## config.mk

```make
export PLATFORM = sky130hd
export DESIGN_NAME = memory_access_flat
export DESIGN_NICKNAME = d
export VERILOG_FILES = /design/src/rtl/memory_access_if.sv /design/src/rtl/memory_access.sv /design/src/flat_wrapper.sv
export SDC_FILE = /design/constraint.sdc
export NUM_CORES = 1
export LEC_CHECK = 0
export BUFFER_PORTS_ARGS = -buffer_cell sky130_fd_sc_hd__buf_4
export CORE_AREA = 5 5 238 240
export DETAILED_ROUTE_END_ITERATION = 12
export DIE_AREA = 0 0 243 245
export SYNTH_ARGS = -nofsm -noshare
export SYNTH_HDL_FRONTEND = slang
export SYNTH_SLANG_ARGS = --single-unit
export TNS_END_PERCENT = 1
```

## constraint.sdc

```tcl
create_clock -name clk -period 4.1 [get_ports clk]
set_input_delay 0.41 -clock clk [delete_from_list [all_inputs] [get_ports clk]]
set_output_delay 0.41 -clock clk [all_outputs]
set_load 0.05 [all_outputs]
```

## src/rtl/memory_access_if.sv

```systemverilog
// memory_access_pkg / memory_access_if
// Payload types and the bundled port interface for the memory stage.
//   dataE     : execute -> memory bundle (address, store data, control)
//   in_ready  : memory stage can accept dataE this cycle
//   dataM     : memory -> writeback bundle (result, status flags)
//   out_ready : writeback accepts dataM this cycle
//   dreq      : data bus request (valid, addr, size, strobe, data)
//   dresp     : data bus response (addr_ok, data_ok, data)
// The master modport is the memory stage itself (it masters the data bus);
// the slave modport is the surrounding pipeline / bus environment.

package memory_access_pkg;

  typedef enum logic [1:0] {
    MSIZE1 = 2'd0,
    MSIZE2 = 2'd1,
    MSIZE4 = 2'd2,
    MSIZE8 = 2'd3
  } msize_t;

  typedef struct packed {
    logic   memread;
    logic   memwrite;
    msize_t msize;
    logic   mem_unsigned;
  } mem_ctl_t;

  typedef struct packed {
    logic [63:0] pc;
    logic [31:0] raw_instr;
    logic [63:0] alu_out;
    logic [63:0] memdata;
    mem_ctl_t    ctl;
    logic [4:0]  dst;
    logic        valid;
  } execute_data_t;

  typedef struct packed {
    logic [63:0] pc;
    logic [31:0] raw_instr;
    logic [63:0] result;
    mem_ctl_t    ctl;
    logic [4:0]  dst;
    logic        valid;
    logic        misaligned;
    logic        bus_err;
  } memory_data_t;

  typedef struct packed {
    logic        valid;
    logic [63:0] addr;
    msize_t      size;
    logic [7:0]  strobe;
    logic [63:0] data;
  } dbus_req_t;

  typedef struct packed {
    logic        addr_ok;
    logic        data_ok;
    logic [63:0] data;
  } dbus_resp_t;

endpackage

interface memory_access_if;
  import memory_access_pkg::*;

  execute_data_t dataE;
  logic          in_ready;
  memory_data_t  dataM;
  logic          out_ready;
  dbus_req_t     dreq;
  dbus_resp_t    dresp;

  modport master (
    input  dataE,
    output in_ready,
    output dataM,
    input  out_ready,
    output dreq,
    input  dresp
  );

  modport slave (
    output dataE,
    input  in_ready,
    input  dataM,
    output out_ready,
    input  dreq,
    output dresp
  );

endinterface

```

## src/rtl/memory_access.sv

```systemverilog
// memory_access
// Memory stage of the 5-stage RV64 pipeline. Accepts an execute bundle,
// performs at most one load/store on the data bus, and hands the result to
// writeback. Upstream is held off (in_ready=0) while a bus access is pending.
// Ports:
//   clk, reset : pipeline clock, synchronous active-high reset
//   bus        : memory_access_if.master (dataE/in_ready, dataM/out_ready,
//                dreq/dresp)
// Parameter DBUS_TIMEOUT: REQ cycles before giving up with bus_err (0 = never).
// Optional macro MEM_MISALIGN_TRAP_EN: misaligned accesses skip the bus and
// complete immediately with misaligned=1 and result = faulting address.

module memory_access
  import memory_access_pkg::*;
#(
  parameter int unsigned DBUS_TIMEOUT = 0
) (
  input logic             clk,
  input logic             reset,
  memory_access_if.master bus
);

  localparam int unsigned CntW        = (DBUS_TIMEOUT > 2) ? $clog2(DBUS_TIMEOUT) : 1;
  localparam int unsigned TimeoutLast = (DBUS_TIMEOUT > 0) ? DBUS_TIMEOUT - 1 : 0;

  typedef enum logic [1:0] {IDLE, REQ, DONE} state_t;

  state_t          state;
  memory_data_t    dataMQ;
  dbus_req_t       dreqQ;
  logic [2:0]      addrLo;
  logic [CntW-1:0] toCnt;

  logic            accept;
  logic            launchMem;
  logic            misAcc;
  dbus_req_t       launchReq;
  memory_data_t    launchM;
  logic            unusedAddrOk;

  // addr_ok carries no control meaning for this stage
  assign unusedAddrOk = bus.dresp.addr_ok;

  assign bus.in_ready = (state == IDLE) || ((state == DONE) && bus.out_ready);
  assign accept       = bus.dataE.valid && bus.in_ready;
  assign bus.dataM    = dataMQ;
  assign bus.dreq     = dreqQ;

  // Byte-lane mask for an access of the given size at byte offset 0
  function automatic logic [7:0] baseStrobe(input msize_t sz);
    case (sz)
      MSIZE1:  return 8'h01;
      MSIZE2:  return 8'h03;
      MSIZE4:  return 8'h0F;
      default: return 8'hFF;
    endcase
  endfunction

  // Align the returned doubleword to bit 0, then sign/zero extend
  function automatic logic [63:0] extendLoad(input logic [63:0] raw, input logic [2:0] lo,
                                             input msize_t sz, input logic uns);
    logic [63:0] sh;
    sh = raw >> {lo, 3'b000};
    case (sz)
      MSIZE1:  return uns ? {56'd0, sh[7:0]}  : {{56{sh[7]}},  sh[7:0]};
      MSIZE2:  return uns ? {48'd0, sh[15:0]} : {{48{sh[15]}}, sh[15:0]};
      MSIZE4:  return uns ? {32'd0, sh[31:0]} : {{32{sh[31]}}, sh[31:0]};
      default: return sh;
    endcase
  endfunction

`ifdef MEM_MISALIGN_TRAP_EN
  function automatic logic isMisaligned(input msize_t sz, input logic [2:0] lo);
    case (sz)
      MSIZE1:  return 1'b0;
      MSIZE2:  return lo[0];
      MSIZE4:  return lo[1:0] != 2'b00;
      default: return lo != 3'b000;
    endcase
  endfunction
`endif

  // What a newly accepted bundle turns into: a bus request or an immediate result
  always_comb begin
    misAcc    = 1'b0;
    launchReq = '0;
    launchM   = '0;
`ifdef MEM_MISALIGN_TRAP_EN
    misAcc = (bus.dataE.ctl.memread || bus.dataE.ctl.memwrite) &&
             isMisaligned(bus.dataE.ctl.msize, bus.dataE.alu_out[2:0]);
`endif
    launchMem = (bus.dataE.ctl.memread || bus.dataE.ctl.memwrite) && !misAcc;

    launchReq.valid = 1'b1;
    launchReq.addr  = bus.dataE.alu_out;
    launchReq.size  = bus.dataE.ctl.msize;
    if (bus.dataE.ctl.memwrite) begin
      launchReq.strobe = 8'(baseStrobe(bus.dataE.ctl.msize) << bus.dataE.alu_out[2:0]);
      launchReq.data   = bus.dataE.memdata << {bus.dataE.alu_out[2:0], 3'b000};
    end

    launchM.pc         = bus.dataE.pc;
    launchM.raw_instr  = bus.dataE.raw_instr;
    launchM.ctl        = bus.dataE.ctl;
    launchM.dst        = bus.dataE.dst;
    launchM.result     = bus.dataE.alu_out;
    launchM.valid      = !launchMem;
    launchM.misaligned = misAcc;
    launchM.bus_err    = 1'b0;
  end

  // Stage FSM; accept is only possible in IDLE or in DONE with out_ready
  always_ff @(posedge clk) begin
    if (reset) begin
      state  <= IDLE;
      dataMQ <= '0;
      dreqQ  <= '0;
      addrLo <= '0;
      toCnt  <= '0;
    end else if (accept) begin
      state  <= launchMem ? REQ : DONE;
      dataMQ <= launchM;
      addrLo <= bus.dataE.alu_out[2:0];
      toCnt  <= '0;
      if (launchMem) dreqQ <= launchReq;
    end else begin
      case (state)
        REQ: begin
          if (bus.dresp.data_ok) begin
            // data_ok takes priority over a coincident timeout
            dreqQ.valid    <= 1'b0;
            dataMQ.valid   <= 1'b1;
            dataMQ.result  <= dataMQ.ctl.memread
                              ? extendLoad(bus.dresp.data, addrLo, dataMQ.ctl.msize,
                                           dataMQ.ctl.mem_unsigned)
                              : 64'd0;
            toCnt          <= '0;
            state          <= DONE;
          end else if ((DBUS_TIMEOUT != 0) && (toCnt == CntW'(TimeoutLast))) begin
            dreqQ.valid    <= 1'b0;
            dataMQ.valid   <= 1'b1;
            dataMQ.result  <= 64'd0;
            dataMQ.bus_err <= 1'b1;
            toCnt          <= '0;
            state          <= DONE;
          end else begin
            toCnt <= toCnt + CntW'(1);
          end
        end
        DONE: begin
          if (bus.out_ready) begin
            dataMQ.valid <= 1'b0;
            state        <= IDLE;
          end
        end
        default: state <= IDLE;
      endcase
    end
  end

endmodule

```

## src/flat_wrapper.sv

```systemverilog
// flat-port wrapper written by rule: the top's interface ports become plain ports
module memory_access_flat import memory_access_pkg::*;
#(
  parameter int unsigned DBUS_TIMEOUT = 0
)
  (clk, reset, bus_dataE, bus_in_ready, bus_dataM, bus_out_ready, bus_dreq, bus_dresp);
  memory_access_if bus_i ();
  input logic clk;
  input logic reset;
  input wire logic [$bits(bus_i.dataE)-1:0] bus_dataE;
  output wire logic [$bits(bus_i.in_ready)-1:0] bus_in_ready;
  output wire logic [$bits(bus_i.dataM)-1:0] bus_dataM;
  input wire logic [$bits(bus_i.out_ready)-1:0] bus_out_ready;
  output wire logic [$bits(bus_i.dreq)-1:0] bus_dreq;
  input wire logic [$bits(bus_i.dresp)-1:0] bus_dresp;
  assign bus_i.dataE = bus_dataE;
  assign bus_in_ready = bus_i.in_ready;
  assign bus_dataM = bus_i.dataM;
  assign bus_i.out_ready = bus_out_ready;
  assign bus_dreq = bus_i.dreq;
  assign bus_i.dresp = bus_dresp;
  memory_access #(.DBUS_TIMEOUT(DBUS_TIMEOUT)) u_core (.clk(clk), .reset(reset), .bus(bus_i));
endmodule
```

Word-level counts from Yosys, hierarchy flattened:

Cells that the tools add are included.

* register bits after elaboration: 315

* multiplexer cells: 24
* reduce and logical (&&, ||, !) cells: 16
* shift operators: 3
* equal/unequal tests: 9

Operators with widths (count)
* $mux W64: 7
* $pmux W64 S3: 1
* $mux W139: 1
* $mux W72: 1
* $shl A64 B6 Y64: 1
* $shr A64 B6 Y64: 1
* $pmux W8 S3: 1
* $mux W2: 4
* $mux W8: 1
* $shl A8 B3 Y8: 1
* $eq A2 B1 Y1 const B: 3
* $eq A2 B2 Y1 const B: 3
* $logic_not A2 Y1: 3
* $mux W1: 6
* $ne A3 B2 Y1 const B: 2
* $reduce_and A2 Y1: 3
* $reduce_and A3 Y1: 2
* $pmux W2 S2: 1
* $reduce_bool A2 Y1: 2
* $reduce_bool A3 Y1: 1
* $logic_and A1 B1 Y1: 2
* $logic_or A1 B1 Y1: 2
* $ne A2 B2 Y1 const B: 1
* $pmux W1 S2: 1
* $logic_not A1 Y1: 1

Depth between registers and ports, before layout:

* depth in word-level cells: 7
* mapped depth: 11

Worst setup path after synthesis:

No wires, ideal clock.

* path type: register -> register
* from: reg u_core.state[0]
* to: reg u_core.dataMQ (netlist bit u_core.bus.dataM[34])
* path buffers: 3
* data required time: 3.966 ns
* slack: 1.765 ns
* cell stages (with the launch flop): 11
* setup time: 0.134 ns
* data arrival time: 2.201 ns
* cell sequence: dfxtp_1 inv_1 ha_1 a21o_1 buf_2 and2_1 buf_2 buf_1 a22oi_1 nor2_1 or4_1

* word-level cells in the longest chain between the ends: 6
* elaborated cells between the ends (all ways): 10

RTL lines
* start: declaration: RTL line memory_access.sv:28 `state_t state;`
* start signal: assignment: RTL line memory_access.sv:121 `state <= launchMem ? REQ : DONE;`
* $eq A2 B2 Y1: RTL line memory_access.sv:44 `assign bus.in_ready = (state == IDLE) || ((state == DONE) && bus.out_ready);`
* $logic_and A1 B1 Y1: RTL line memory_access.sv:44
* $logic_or A1 B1 Y1 (*): RTL line memory_access.sv:44
* named net bus_in_ready: RTL line flat_wrapper.sv:11 `output wire logic [$bits(bus_i.in_ready)-1:0] bus_in_ready;`
* $logic_and A1 B1 Y1 (*): RTL line memory_access.sv:45 `assign accept = bus.dataE.valid && bus.in_ready;`
* $reduce_bool A2 Y1 (no source line)
* $reduce_and A2 Y1 (no source line)
* end signal: assignment: RTL line memory_access.sv:122 `dataMQ <= launchM;`
* end: declaration: RTL line memory_access.sv:29 `memory_data_t dataMQ;`

Mark *: on every way through the listed nets, which the timed path passes. The rest lies on a longest branch.
A chain may end at the register's enable or synchronous reset.

Worst setup path in the final report:

* from: reg u_core.addrLo[2]
* to: reg u_core.dataMQ (netlist bit u_core.bus.dataM[60])

* word-level cells in the longest chain between the ends: 7
* elaborated cells between the ends (all ways): 9

RTL lines
* start: declaration: RTL line memory_access.sv:31 `logic [2:0] addrLo;`
* start signal: assignment: RTL line memory_access.sv:123 `addrLo <= bus.dataE.alu_out[2:0];`
* $shr A64 B6 Y64 (*): RTL line memory_access.sv:63 `sh = raw >> {lo, 3'b000};`
* $mux W64 (on tied branches): RTL line memory_access.sv:67, memory_access.sv:65, memory_access.sv:66
* $pmux W64 S3 (*): RTL line memory_access.sv:64 `case (sz)`
* $mux W64 (*): RTL line memory_access.sv:134 `? extendLoad(bus.dresp.data, addrLo, dataMQ.ctl.msize,`
* $mux W64 (*): RTL line memory_access.sv:129 `if (bus.dresp.data_ok) begin`
* $mux W64 (*): RTL line memory_access.sv:127 `case (state)`
* $mux W64 (*): RTL line memory_access.sv:120 `end else if (accept) begin`

Every way passes the cells marked *; elsewhere a longest branch is shown, timed or not. The select of a mux whose other input is x is not followed.

==> key figures <==
GRT
  – Global-route usage over all layers: 21.4%
  – Overflow after GRT: 0
  – Initial antenna violation count: 3
  – Largest net degree at the start of global routing: 200
  – Vias in the first global route: approximately 16000
  – First-pass GRT wire length: 99600 um

Timing
  – Fmax: 326 MHz
  – Slew headroom: 18.5%
  – Setup TNS: 0 ns
  – Slew Limit Fails: 0
  – Worst Tran Pin Value: 1.22 ns
  – Final worst path period share: around 75%
  – Final hold violations: 0
  – RSZ-0062 raised after global routing: no
  – Final Skew: 0.0146 ns
  – Min Tclk post-route: a little over 3 ns
  – Final setup fails: 0
  – Hold Worst Slack: 0.104 ns

Clocking
  – CTS tree: done
  – # hold bufs at CTS: 0
  – Clock-pin slew on the worst setup and hold paths: ~0.060 ns
  – CTS Buf Count: 40
  – CTS resizes: 0
  – Setup bufs post-CTS: 0
  – CTS Sinks: 315
  – Clk_lat worst skew: 0.55 ns
  – Root Buffer: clkbuf_16
  – CTS Buffer Depth: 3
  – CTS H-Tree Depth: 2

Synth
  – Post-synth ARST share: 0%
  – Synth Cell Area: between 0.01 and 0.015 mm2
  – Yosys warns: 0
  – Post-Synthesis Cells: 1798
  – Main synth FF type: dfxtp_1
  – Netlist cell types: 54
  – Post-synthesis sequential area ratio: a little over two fifths
  – Yosys reg bits: 315
  – EDFF count, synth: 0
  – Avg Cell Area, Syn: 8.25 um2

Placement
  – Detailed placement HPWL: between 50000 and 60000 um
  – Gpl congestion: between 0.9 and 1
  – Dpl cells: 2979
  – Buffers on Ports: 613

Setup path
  – CP Data Arrival Time: ~3.5 ns
  – Slowest cell on the critical path: nand2b_1
  – RR Startpoint: u_core.addrLo[2]
  – Worst reg-to-reg path cell count: 6
  – Req. time, crit path: 4.56 ns
  – Worst Setup Start Kind: flop
  – Critical-path maximum fanout: 24
  – Endpoint class of the critical path: flop
  – Crit path largest cell delay: 0.75 ns
  – Critical-path cell list: nand2b_1 -> o22ai_1 -> a2111oi_2 -> o41ai_4 -> buf_4 -> o21ai_0
  – RR Endpoint: u_core.bus.dataM[60]
  – FF-to-FF setup slack: 1.03 ns
  – CP Class: flop to flop

Flow run
  – Max cap viols: 0

Detailed routing
  – Via density per instance: ~5.1
  – DRT antenna net count: 0
  – Total Routed Length: 68200 um
  – Post-route DRC: 0
  – DRT iter0 DRCs: 1183
  – DR WL/cell: about 22 um
  – Via count: 15500
  – Router iterations before antenna repair: 5

Cells and area
  – Share of layout cells above drive strength 1: 34.0%
  – Net count reported at finish: 2624
  – Layout Cells excl Fill: 3053
  – Layout fillers: between 5000 and 6000
  – Final Util: 39.0%
  – Area delta synth->final: 43.0%

Floorplan
  – Die Width: 243 um
  – Row Count: 86
  – Die Footprint: approximately 0.060 mm2
  – Starting density of the core: 27.2%
  – Core Area: 0.0544 mm2
  – Die Y: between 200 and 250 um
  – IO Pins: 617

Power
  – VDD IR max: 0.262 mV
  – Tot Pwr: 9650 uW
  – Static leakage: 0.00910 uW
  – Power density over the cells: 455 mW/mm2

Min path
  – Hold EP: u_core.bus.dataM[61]
  – Hold_sp: bus_dataE[123]
  – Hold WC Path Type: input port to flop
  – Hold Crit Depth: 3

Status
  – Outcome: finished, final reports clean
cells in the mapped netlist, drive strengths merged, types with 2 or more instances:
library cell	n	share of area [%]
dfxtp	315	43
a31oi	2	0.084
o21bai	2	0.10
a2111oi	2	0.17
a21o	3	0.15
clkbuf	96	2.4
o22ai	24	1.0
ha	3	0.25
buf	62	2.2
a2bb2oi	4	0.24
nand2b	35	1.5
mux2i	85	5.7
nor3	4	0.28
a211oi	10	0.51
nor2	157	4.0
nor2b	12	0.51
or4	15	0.76
nor4	3	0.31
mux4	35	5.3
nand3	16	0.54
o21ai	59	2.0
a221oi	8	0.47
a21oi	275	9.3
mux2	40	3.0
a22oi	85	4.3
or2	3	0.13
and2	5	0.23
a222oi	7	0.47
inv	7	0.18
nand2	410	10
metrics by stage:
| step | setup WS (ns) | area, um2 |
|---|---|---|
| floorplan | 1.77 | 14800 |
| global placement | 1.14 | 19900 |
| detailed placement | 1.10 | 19900 |
| CTS | 1.06 | 21200 |
| global route | 0.843 | 21200 |
| finish | 1.03 | 21200 |
cells in the final DEF, fill, tap and decap left out, types with 8 or more instances in the layout:
| cell | count |
|---|---|
| or4_1 | 15 |
| nor2b_1 | 12 |
| a22oi_1 | 85 |
| o22ai_1 | 24 |
| o21ai_0 | 53 |
| nand2_1 | 408 |
| clkinv_2 | 8 |
| a221oi_1 | 8 |
| mux4_2 | 35 |
| dfxtp_1 | 313 |
| mux2_2 | 40 |
| clkbuf_16 | 41 |
| buf_4 | 630 |
| a211oi_1 | 10 |
| a21oi_1 | 275 |
| nor2_1 | 157 |
| nand3_1 | 16 |
| mux2i_1 | 85 |
| nand2b_1 | 35 |
registers in the layout, indices dropped and copies added, names as in the netlist:
register          count
u_core.bus.dataM    171
u_core.bus.dreq     139
u_core.state          2
u_core.addrLo         3
power breakdown:
group / leakage (uW) / internal (uW) / switching [uW] / total, uW
logic: 0.00587 / 876 / 1770 / 2650
clock network: 0.000652 / 2150 / 1440 / 3590
registers: 0.00258 / 3280 / 138 / 3420
total: 0.00910 / 6310 / 3340 / 9650
worst max path at each step:
stage                            to              from  slack [ns]
4_1_cts         u_core.bus.dreq[12]   u_core.state[0]        1.06
6_report       u_core.bus.dataM[60]  u_core.addrLo[2]        1.03
3_3_place_gp    u_core.bus.dreq[10]   u_core.state[0]        1.14
5_1_grt          u_core.bus.dreq[5]   u_core.state[0]        0.84
2_1_floorplan  u_core.bus.dataM[34]   u_core.state[0]        1.77
3_5_place_dp     u_core.bus.dreq[4]   u_core.state[0]        1.10
cell type report:
type	count	area, um2	area share [%]
repair buffers	634	4800	22.6
multi-input cells	1319	7850	37.0
well taps	704	881	4.15
inverters	7	26.3	0.124
flip-flops and latches	315	6310	29.7
diodes	3	7.51	0.0354
clock inverters	19	195	0.920
clock buffers	52	1140	5.36
critical path: cells and delay by family (launching register included):
kind | cells | cell delay, ns
compound gates | 4 | 1.27
buf+inv | 1 | 0.25
simple gates | 1 | 0.75
flops | 1 | 0.70
cell families after synthesis:
group,count (synthesis),synth area share [%]
mux,160,14.1
fa+ha+maj,3,0.253
buf+inv,165,4.85
simple gates,663,18.7
flops,315,42.5
compound gates,491,19.6
other cells,1,0.0253
layer usage:
| layer | GRT usage [%] | wire (um) | part of all wire (%) | vias up |
|---|---|---|---|---|
| met3 | 6.76 | 5820 | 8.5 | 118 |
| met5 | 0 | 0 | 0 | - |
| li1 | - | - | - | 7316 |
| met2 | 36.5 | 33000 | 48 | 672 |
| met1 | 25.3 | 26800 | 39 | 7439 |
| met4 | 8.09 | 2640 | 3.9 | 0 |
Power figures use the tool's default switching activity.
